`src/rtl/axil_bram_wide_arbiter.sv`:
```
// AXI4-Lite slave serving one port of a wide BRAM: read/write arbitration, lane select, byte enables, configurable read latency.
// Optional misaligned-access SLVERR response enabled by defining AXIL_BRAM_ALIGN_CHECK_EN.
module axil_bram_wide_arbiter #(
  parameter int unsigned AXI_DATA_WIDTH  = 32,
  parameter int unsigned BRAM_DATA_WIDTH = 64,
  parameter int unsigned DEINTERLEAVE    = BRAM_DATA_WIDTH / AXI_DATA_WIDTH,
  parameter int unsigned BRAM_ADDR_WIDTH = 10,
  parameter int unsigned AXI_ADDR_WIDTH  = BRAM_ADDR_WIDTH + $clog2(DEINTERLEAVE),
  parameter int unsigned READ_LATENCY    = 1
) (
  input  logic                         axi_clock,
  input  logic                         rst,
  input  logic [AXI_ADDR_WIDTH+1:0]    s_axil_awaddr,
  input  logic [2:0]                   s_axil_awprot,
  input  logic                         s_axil_awvalid,
  output logic                         s_axil_awready,
  input  logic [AXI_DATA_WIDTH-1:0]    s_axil_wdata,
  input  logic [AXI_DATA_WIDTH/8-1:0]  s_axil_wstrb,
  input  logic                         s_axil_wvalid,
  output logic                         s_axil_wready,
  output logic [1:0]                   s_axil_bresp,
  output logic                         s_axil_bvalid,
  input  logic                         s_axil_bready,
  input  logic [AXI_ADDR_WIDTH+1:0]    s_axil_araddr,
  input  logic [2:0]                   s_axil_arprot,
  input  logic                         s_axil_arvalid,
  output logic                         s_axil_arready,
  output logic [AXI_DATA_WIDTH-1:0]    s_axil_rdata,
  output logic [1:0]                   s_axil_rresp,
  output logic                         s_axil_rvalid,
  input  logic                         s_axil_rready,
  output logic [BRAM_ADDR_WIDTH-1:0]   bram_addr,
  output logic [BRAM_DATA_WIDTH-1:0]   bram_din,
  output logic [BRAM_DATA_WIDTH/8-1:0] bram_we,
  output logic                         bram_en,
  input  logic [BRAM_DATA_WIDTH-1:0]   bram_dout
);

  localparam int unsigned AXI_STRB_W  = AXI_DATA_WIDTH / 8;
  localparam int unsigned BRAM_STRB_W = BRAM_DATA_WIDTH / 8;
  localparam int unsigned LANE_W      = (DEINTERLEAVE > 1) ? $clog2(DEINTERLEAVE) : 1;
  localparam int unsigned CNT_W       = 2;

  typedef enum logic [2:0] {IDLE, WR_EXEC, WR_RESP, RD_EXEC, RD_WAIT, RD_RESP} state_t;

  state_t                      state, state_next;
  logic                        prio_wr;
  logic [CNT_W-1:0]            lat_cnt;
  logic [LANE_W-1:0]           rd_lane;
  logic                        grant_wr, grant_rd;
  logic                        aw_misaligned, ar_misaligned;
  logic [AXI_ADDR_WIDTH-1:0]   aw_word, ar_word;
  logic [BRAM_ADDR_WIDTH-1:0]  aw_row, ar_row;
  logic [LANE_W-1:0]           aw_lane, ar_lane;
  logic [BRAM_STRB_W-1:0]      wr_we;
  logic [AXI_DATA_WIDTH-1:0]   rd_slice;
  logic                        unused;

  assign aw_word = s_axil_awaddr[AXI_ADDR_WIDTH+1:2];
  assign ar_word = s_axil_araddr[AXI_ADDR_WIDTH+1:2];
  assign aw_row  = aw_word[AXI_ADDR_WIDTH-1 -: BRAM_ADDR_WIDTH];
  assign ar_row  = ar_word[AXI_ADDR_WIDTH-1 -: BRAM_ADDR_WIDTH];

  if (DEINTERLEAVE > 1) begin : g_lane
    assign aw_lane = aw_word[LANE_W-1:0];
    assign ar_lane = ar_word[LANE_W-1:0];
  end else begin : g_no_lane
    assign aw_lane = '0;
    assign ar_lane = '0;
  end

`ifdef AXIL_BRAM_ALIGN_CHECK_EN
  assign aw_misaligned = (s_axil_awaddr[1:0] != 2'b00);
  assign ar_misaligned = (s_axil_araddr[1:0] != 2'b00);
`else
  assign aw_misaligned = 1'b0;
  assign ar_misaligned = 1'b0;
`endif

  assign unused = ^{s_axil_awprot, s_axil_arprot, s_axil_awaddr[1:0], s_axil_araddr[1:0]};

  // Handshakes are single-cycle grants issued from IDLE only.
  assign s_axil_awready = grant_wr;
  assign s_axil_wready  = grant_wr;
  assign s_axil_arready = grant_rd;

  // Strobes land only in the addressed lane of the row.
  always_comb begin
    wr_we = '0;
    for (int unsigned i = 0; i < DEINTERLEAVE; i++)
      if (aw_lane == LANE_W'(i)) wr_we[i*AXI_STRB_W +: AXI_STRB_W] = s_axil_wstrb;
  end

  always_comb begin
    rd_slice = '0;
    for (int unsigned i = 0; i < DEINTERLEAVE; i++)
      if (rd_lane == LANE_W'(i)) rd_slice = bram_dout[i*AXI_DATA_WIDTH +: AXI_DATA_WIDTH];
  end

  // Next state and grants; priority flag breaks read/write collisions.
  always_comb begin
    state_next = state;
    grant_wr   = 1'b0;
    grant_rd   = 1'b0;
    case (state)
      IDLE: begin
        grant_wr = rst && s_axil_awvalid && s_axil_wvalid && (!s_axil_arvalid || prio_wr);
        grant_rd = rst && s_axil_arvalid && !grant_wr;
        if (grant_wr)      state_next = aw_misaligned ? WR_RESP : WR_EXEC;
        else if (grant_rd) state_next = ar_misaligned ? RD_RESP : RD_EXEC;
      end
      WR_EXEC: state_next = WR_RESP;
      WR_RESP: if (s_axil_bready) state_next = IDLE;
      RD_EXEC: state_next = RD_WAIT;
      RD_WAIT: if (lat_cnt == '0) state_next = RD_RESP;
      RD_RESP: if (s_axil_rready) state_next = IDLE;
      default: state_next = IDLE;
    endcase
  end

  always_ff @(posedge axi_clock or negedge rst) begin
    if (!rst) begin
      state   <= IDLE;
      prio_wr <= 1'b0;
      lat_cnt <= '0;
    end else begin
      state <= state_next;
      if (grant_wr)      prio_wr <= 1'b0;
      else if (grant_rd) prio_wr <= 1'b1;
      if (state == RD_EXEC)                     lat_cnt <= CNT_W'(READ_LATENCY - 1);
      else if (state == RD_WAIT && lat_cnt != '0) lat_cnt <= lat_cnt - CNT_W'(1);
    end
  end

  // Registered BRAM port and AXI response channels.
  always_ff @(posedge axi_clock or negedge rst) begin
    if (!rst) begin
      bram_en       <= 1'b0;
      bram_we       <= '0;
      bram_addr     <= '0;
      bram_din      <= '0;
      rd_lane       <= '0;
      s_axil_bvalid <= 1'b0;
      s_axil_bresp  <= 2'b00;
      s_axil_rvalid <= 1'b0;
      s_axil_rresp  <= 2'b00;
      s_axil_rdata  <= '0;
    end else begin
      bram_en <= 1'b0;
      bram_we <= '0;
      if (grant_wr) begin
        s_axil_bresp <= aw_misaligned ? 2'b10 : 2'b00;
        if (!aw_misaligned) begin
          bram_en   <= 1'b1;
          bram_we   <= wr_we;
          bram_addr <= aw_row;
          bram_din  <= BRAM_DATA_WIDTH'({DEINTERLEAVE{s_axil_wdata}});
        end
      end
      if (grant_rd) begin
        s_axil_rresp <= ar_misaligned ? 2'b10 : 2'b00;
        if (ar_misaligned) begin
          s_axil_rdata <= '0;
        end else begin
          bram_en   <= 1'b1;
          bram_addr <= ar_row;
          rd_lane   <= ar_lane;
        end
      end
      if (state == RD_WAIT && lat_cnt == '0) s_axil_rdata <= rd_slice;
      s_axil_bvalid <= (state_next == WR_RESP);
      s_axil_rvalid <= (state_next == RD_RESP);
    end
  end

endmodule

```
`config.mk`:
```
export PLATFORM = sky130hd
export DESIGN_NAME = axil_bram_wide_arbiter
export DESIGN_NICKNAME = d
export VERILOG_FILES = /design/src/rtl/axil_bram_wide_arbiter.sv
export SDC_FILE = /design/constraint.sdc
export NUM_CORES = 1
export LEC_CHECK = 0
export CORE_UTILIZATION = 37
export CTS_CLUSTER_DIAMETER = 30
export DETAILED_ROUTE_END_ITERATION = 6
export PLACE_DENSITY = 0.81
export SLEW_MARGIN = 20
export SYNTH_ARGS = -nofsm -noshare
export SYNTH_HDL_FRONTEND = slang
export SYNTH_SLANG_ARGS = --single-unit
```
`constraint.sdc`:
```
create_clock -name axi_clock -period 3.1 [get_ports axi_clock]
set_clock_uncertainty 0.1 [all_clocks]
set_input_delay 0.62 -clock axi_clock [delete_from_list [all_inputs] [get_ports axi_clock]]
set_output_delay 0.62 -clock axi_clock [all_outputs]
set_load 0.02 [all_outputs]
```
# Yosys cells after proc, flatten, opt, wreduce, memory -nomap -nowiden
# Cells that the tools add are included.
# op_classes
n_addsub	1
n_eq_ne	7
muxes	20
reduce_logical	15
# ops
operator	n
2-to-1 mux 32 bit	1
2-to-1 mux 10 bit	2
case mux 3 bit (6 select lines)	1
2-to-1 mux 3 bit	5
equality test 3 x 2 -> 1 bit (second input constant)	3
equality test 3 bit (second input constant)	3
2-to-1 mux 4 bit	2
2-to-1 mux 8 bit	1
logical AND 1 bit	7
2-to-1 mux 1 bit	6
nonzero test 2 bit	3
2-to-1 mux 2 bit	2
equality test 3 x 1 -> 1 bit (second input constant)	1
logical NOT 3 bit	1
logical NOT 1 bit	2
logical NOT 2 bit	1
subtractor 2 x 1 -> 2 bit (second input constant)	1
logical OR 1 bit	1
# totals
regBits	124
in_bits	139
out_inout_bits	124
elab_cells	54

# Depth between registers and ports, before layout
# logic_depth
depth_word	9
depth_mapped	7
mapped_depth_nobuf	5

# Worst setup path after synthesis
# OpenSTA, ideal clock, no wires.
# synth_timing
path_type	input to output
from	input port rst
to	output port s_axil_wready
t_arrival_ps	1955
t_required_ps	2380
slack_ps	425
stages	5
n_path_buf	3
path_cell_list	or4b_1 > buf_2 > nor3_4 > buf_2 > buf_4
# synth_between
elab_chain_len	4
# synth_rtl
item	line	rtl
from (decl)	12	input logic rst,
logical AND 1 bit (3 in series)	107	grant_wr = rst && s_axil_awvalid && s_axil_wvalid && (!s_axil_arvalid || prio_wr);
2-to-1 mux 1 bit	105	case (state)
to (decl)	20	output logic s_axil_wready,
# No other way between the ends.

# Final worst setup path
# layout_timing
from	register state[0]
to	output port s_axil_arready
# layout_between
elab_chain_len	2
# layout_rtl
item	line	rtl
from (decl)	46	state_t state, state_next;
from (signal assigned)	127	state <= state_next;
logical NOT 3 bit	105	
2-to-1 mux 1 bit	105	
to (decl)	27	output logic s_axil_arready,
# No other way between the ends.

==> impl_metrics.json <==
{
  "wire_per_inst_um": 15.66,
  "path_clk_slew_ps": 90,
  "switching_share_pct": 38.72,
  "pwr-share-clk_pct": 13.1,
  "num_io_pins": 263,
  "power_dissipated_by_switching_net_loads_mw": 2.536,
  "detail_route.wirelength_mm": 11.01,
  "critPathRequiredTime_ps": 2380,
  "total_neg_setup_slack_ps": 0,
  "yosys_warnings": 0,
  "synth_cell_type_count": 32,
  "floorplan.die_area_mm2": 0.01165,
  "report.final.setup_viol": 0,
  "drt-initial-drc-count": 109,
  "power.density_cell_area_mw_per_mm2": 974.6,
  "commonest_cells_in_the_synthesized_netlist": "sky130_fd_sc_hd__dfrtp_1, sky130_fd_sc_hd__buf_4, sky130_fd_sc_hd__a21oi_1, sky130_fd_sc_hd__nor2_1",
  "floorplan.die.height_um": 107.9,
  "port_buffers": 248,
  "yosys-top-cells-area": "sky130_fd_sc_hd__dfrtp_1, sky130_fd_sc_hd__mux2_2, sky130_fd_sc_hd__mux2i_1",
  "synth_sequential_area_ratio_pct": 55.44,
  "tritoncts": "done",
  "criticalPathCategory": "reg2out",
  "gate_power_share_pct": 54.1,
  "clock_tree.root_cell": "sky130_fd_sc_hd__clkbuf_8",
  "clock_sink_count": 92,
  "grt_max_degree": 74,
  "timing.hold.worst.class": "in2async",
  "core_area_mm2": 0.01089,
  "minimum_period_implied_by_the_final_worst_setup_slack_ps": 2903,
  "die_x_um": 107.9,
  "final_layout_size_suffix_gt1_share_pct": 11.01,
  "drt-pass1-iter-count": 6,
  "dpl_cell_area_mm2": 0.006502,
  "max_cap_viol_count": 0,
  "internal_portion_of_total_power_mw": 4.013,
  "rows": 38,
  "grt_first_pass_wirelength_mm": 16.83,
  "finish.net_count": 698,
  "grt.overflow.total": 0,
  "initial_utilization_pct": 38.14,
  "power_frac_seq_pct": 32.8,
  "number_of_global_route_vias_before_repair": 3326,
  "grt_antenna_before_repair": 1,
  "rr_worst_depth": 4,
  "place.detailed.hpwl_mm": 8.492,
  "status": "complete, no violations",
  "synth_top_cell_area_share_pct": 55.44,
  "total_grt_usage_pct": 18.92,
  "synth.cell_area_mm2": 0.004153,
  "clk-insertion-delay-late_ps": 340,
  "ctsHoldBuffers": 0,
  "power.ir.vdd_worst_mv": 0.6202,
  "cellLeakagePower_nw": 2.846,
  "yosysTopAreaCell": "sky130_fd_sc_hd__dfrtp_1",
  "critical_path_data_arrival_time_ps": 2180,
  "clk_path_buf_depth": 2,
  "detail-route-antenna-nets": 0,
  "final.period_utilization_pct": 93.65,
  "setup.worst_path.end_class": "output pin",
  "tritoncts.num_buffers": 9,
  "synth_enable_flop_cells": 0,
  "syn_to_final_growth_pct": 61.83,
  "timing.max_slew.rel_slack_pct": 33.77,
  "worstMarginPinSlew_ps": 993.4,
  "gp_congestion": 0.7324,
  "achievable-frequency_ghz": 0.3444,
  "route.detailed.vias_per_inst": 4.693,
  "postSynthCellCount": 347,
  "vias": 3299,
  "grt_setup_unrepaired": "false",
  "final-hold-violation-count": 0,
  "async_set_reset_flop_share_out_of_synthesis_pct": 100.0,
  "top_fanout_value_on_the_critical_path": 10,
  "total_number_of_h_tree_levels": 3,
  "dominant_register_cell_in_the_synthesized_netlist": "sky130_fd_sc_hd__dfrtp_1",
  "diodes": 0,
  "startpoint_type": "register",
  "post-synth-top-count-cell": "sky130_fd_sc_hd__dfrtp_1",
  "synth_area_per_cell_um2": 11.97,
  "ys_seq_elements": 92,
  "final_cell_area_mm2": 0.006720,
  "drc": 0,
  "slew_viol_final": 0
}
-- through the flow --
step / cells / setup slack (ps) / power (mW) / util [%] / hold slack (ps)
final: 703 / 196.8 / 6.550 / 61.72 / 174.5
after global routing: 703 / 79.44 / 6.954 / 61.72 / 189.1
after CTS: 703 / 155.9 / 6.632 / 61.72 / 171.5
after detailed placement: 687 / 123.3 / 5.758 / 59.72 / 419.3
after global placement: 687 / 160.8 / 5.655 / 59.72 / 405.7
after floorplan: 350 / 425.4 / 4.225 / - / 224.4
-- power groups by stage --
stage / registers (mW) / clock network [mW] / logic, mW
after detailed placement: 2.18 / 0 / 3.58
after CTS: 2.16 / 0.886 / 3.59
after global routing: 2.23 / 0.950 / 3.78
after global placement: 2.14 / 0 / 3.51
final: 2.15 / 0.859 / 3.55
after floorplan: 2.59 / 0 / 1.64
-- registers in the layout, indices dropped and copies added, names as in the netlist, 2 cells and up --
| name | flops |
|---|---|
| bram_we | 8 |
| state | 3 |
| s_axil_rdata | 32 |
| bram_addr | 10 |
| lat_cnt | 2 |
| bram_din | 32 |
-- what timing repair did --
item	4_1_cts	5_1_grt
buffers inserted	0	0
resized for setup	2	0
hold endpoints to repair	0	0
setup endpoints to repair	2	0
-- cells by family after synthesis --
logic type / share of synthesized area, %
flops: 55.44
mux: 16.90
buf+inv: 10.09
compound gates: 9.853
simple gates: 7.321
fa+ha+maj: 0.3012
other cells: 0.09030
-- final timing paths --
kind / start / end / slack [ps]
setup / recovery: state[0] / s_axil_arready / 200
min in group axi_clock: s_axil_rdata[19] / s_axil_rdata[19] / 430
hold reg to reg: s_axil_rdata[19] / s_axil_rdata[19] / 430
max in group asynchronous: rst / rd_lane / 1500
setup reg to reg: state[2] / bram_din[35] / 640
hold / removal: rst / bram_addr[7] / 170
-- metal layers --
layer | track usage [%] | share of wire (%) | vias to the layer above
met5 | 0 | 0.11 | -
met4 | 4.795 | 0.90 | 2
met2 | 34.12 | 53 | 131
li1 | - | - | 1591
met1 | 22.30 | 39 | 1563
met3 | 4.822 | 6.8 | 12
-- layout make-up --
cell class              instances  area (um2)
multi-input cells             193        1458
clock buffers                  12       165.2
fillers                       854        4168
flip-flops and latches         92        2303
well taps                     140       175.2
inverters                       5       18.77
repair buffers                257        2545
clock inverters                 4       55.05
-- critical path, stage by stage (launching register included) --
cell and delay, ps:
sky130_fd_sc_hd__dfrtp_1 380, sky130_fd_sc_hd__buf_4 180, sky130_fd_sc_hd__nor4b_1 390, sky130_fd_sc_hd__and3_1 270, sky130_fd_sc_hd__clkdlybuf4s50_1 630
-- cell usage in the layout (no fill, tap or decap), types with 2 or more instances in the layout --
cell type | netlist | layout
sky130_fd_sc_hd__nor2_1 | 36 | 36
sky130_fd_sc_hd__clkdlybuf4s50_1 | 0 | 245
sky130_fd_sc_hd__nor3b_1 | 2 | 2
sky130_fd_sc_hd__conb_1 | 1 | 4
sky130_fd_sc_hd__a221o_1 | 10 | 10
sky130_fd_sc_hd__clkbuf_8 | 0 | 12
sky130_fd_sc_hd__o21a_1 | 10 | 10
sky130_fd_sc_hd__buf_4 | 38 | 10
sky130_fd_sc_hd__a21oi_1 | 36 | 36
sky130_fd_sc_hd__dlygate4sd2_1 | 0 | 2
sky130_fd_sc_hd__inv_1 | 5 | 5
sky130_fd_sc_hd__o21ai_0 | 2 | 2
sky130_fd_sc_hd__nand2_1 | 3 | 3
sky130_fd_sc_hd__mux2_2 | 33 | 33
sky130_fd_sc_hd__mux2i_1 | 33 | 33
sky130_fd_sc_hd__and3_1 | 5 | 5
sky130_fd_sc_hd__and3b_1 | 4 | 4
sky130_fd_sc_hd__nor4b_1 | 2 | 2
sky130_fd_sc_hd__nor2b_1 | 2 | 2
sky130_fd_sc_hd__dfrtp_1 | 92 | 91
(Power assumes the default switching activity.)
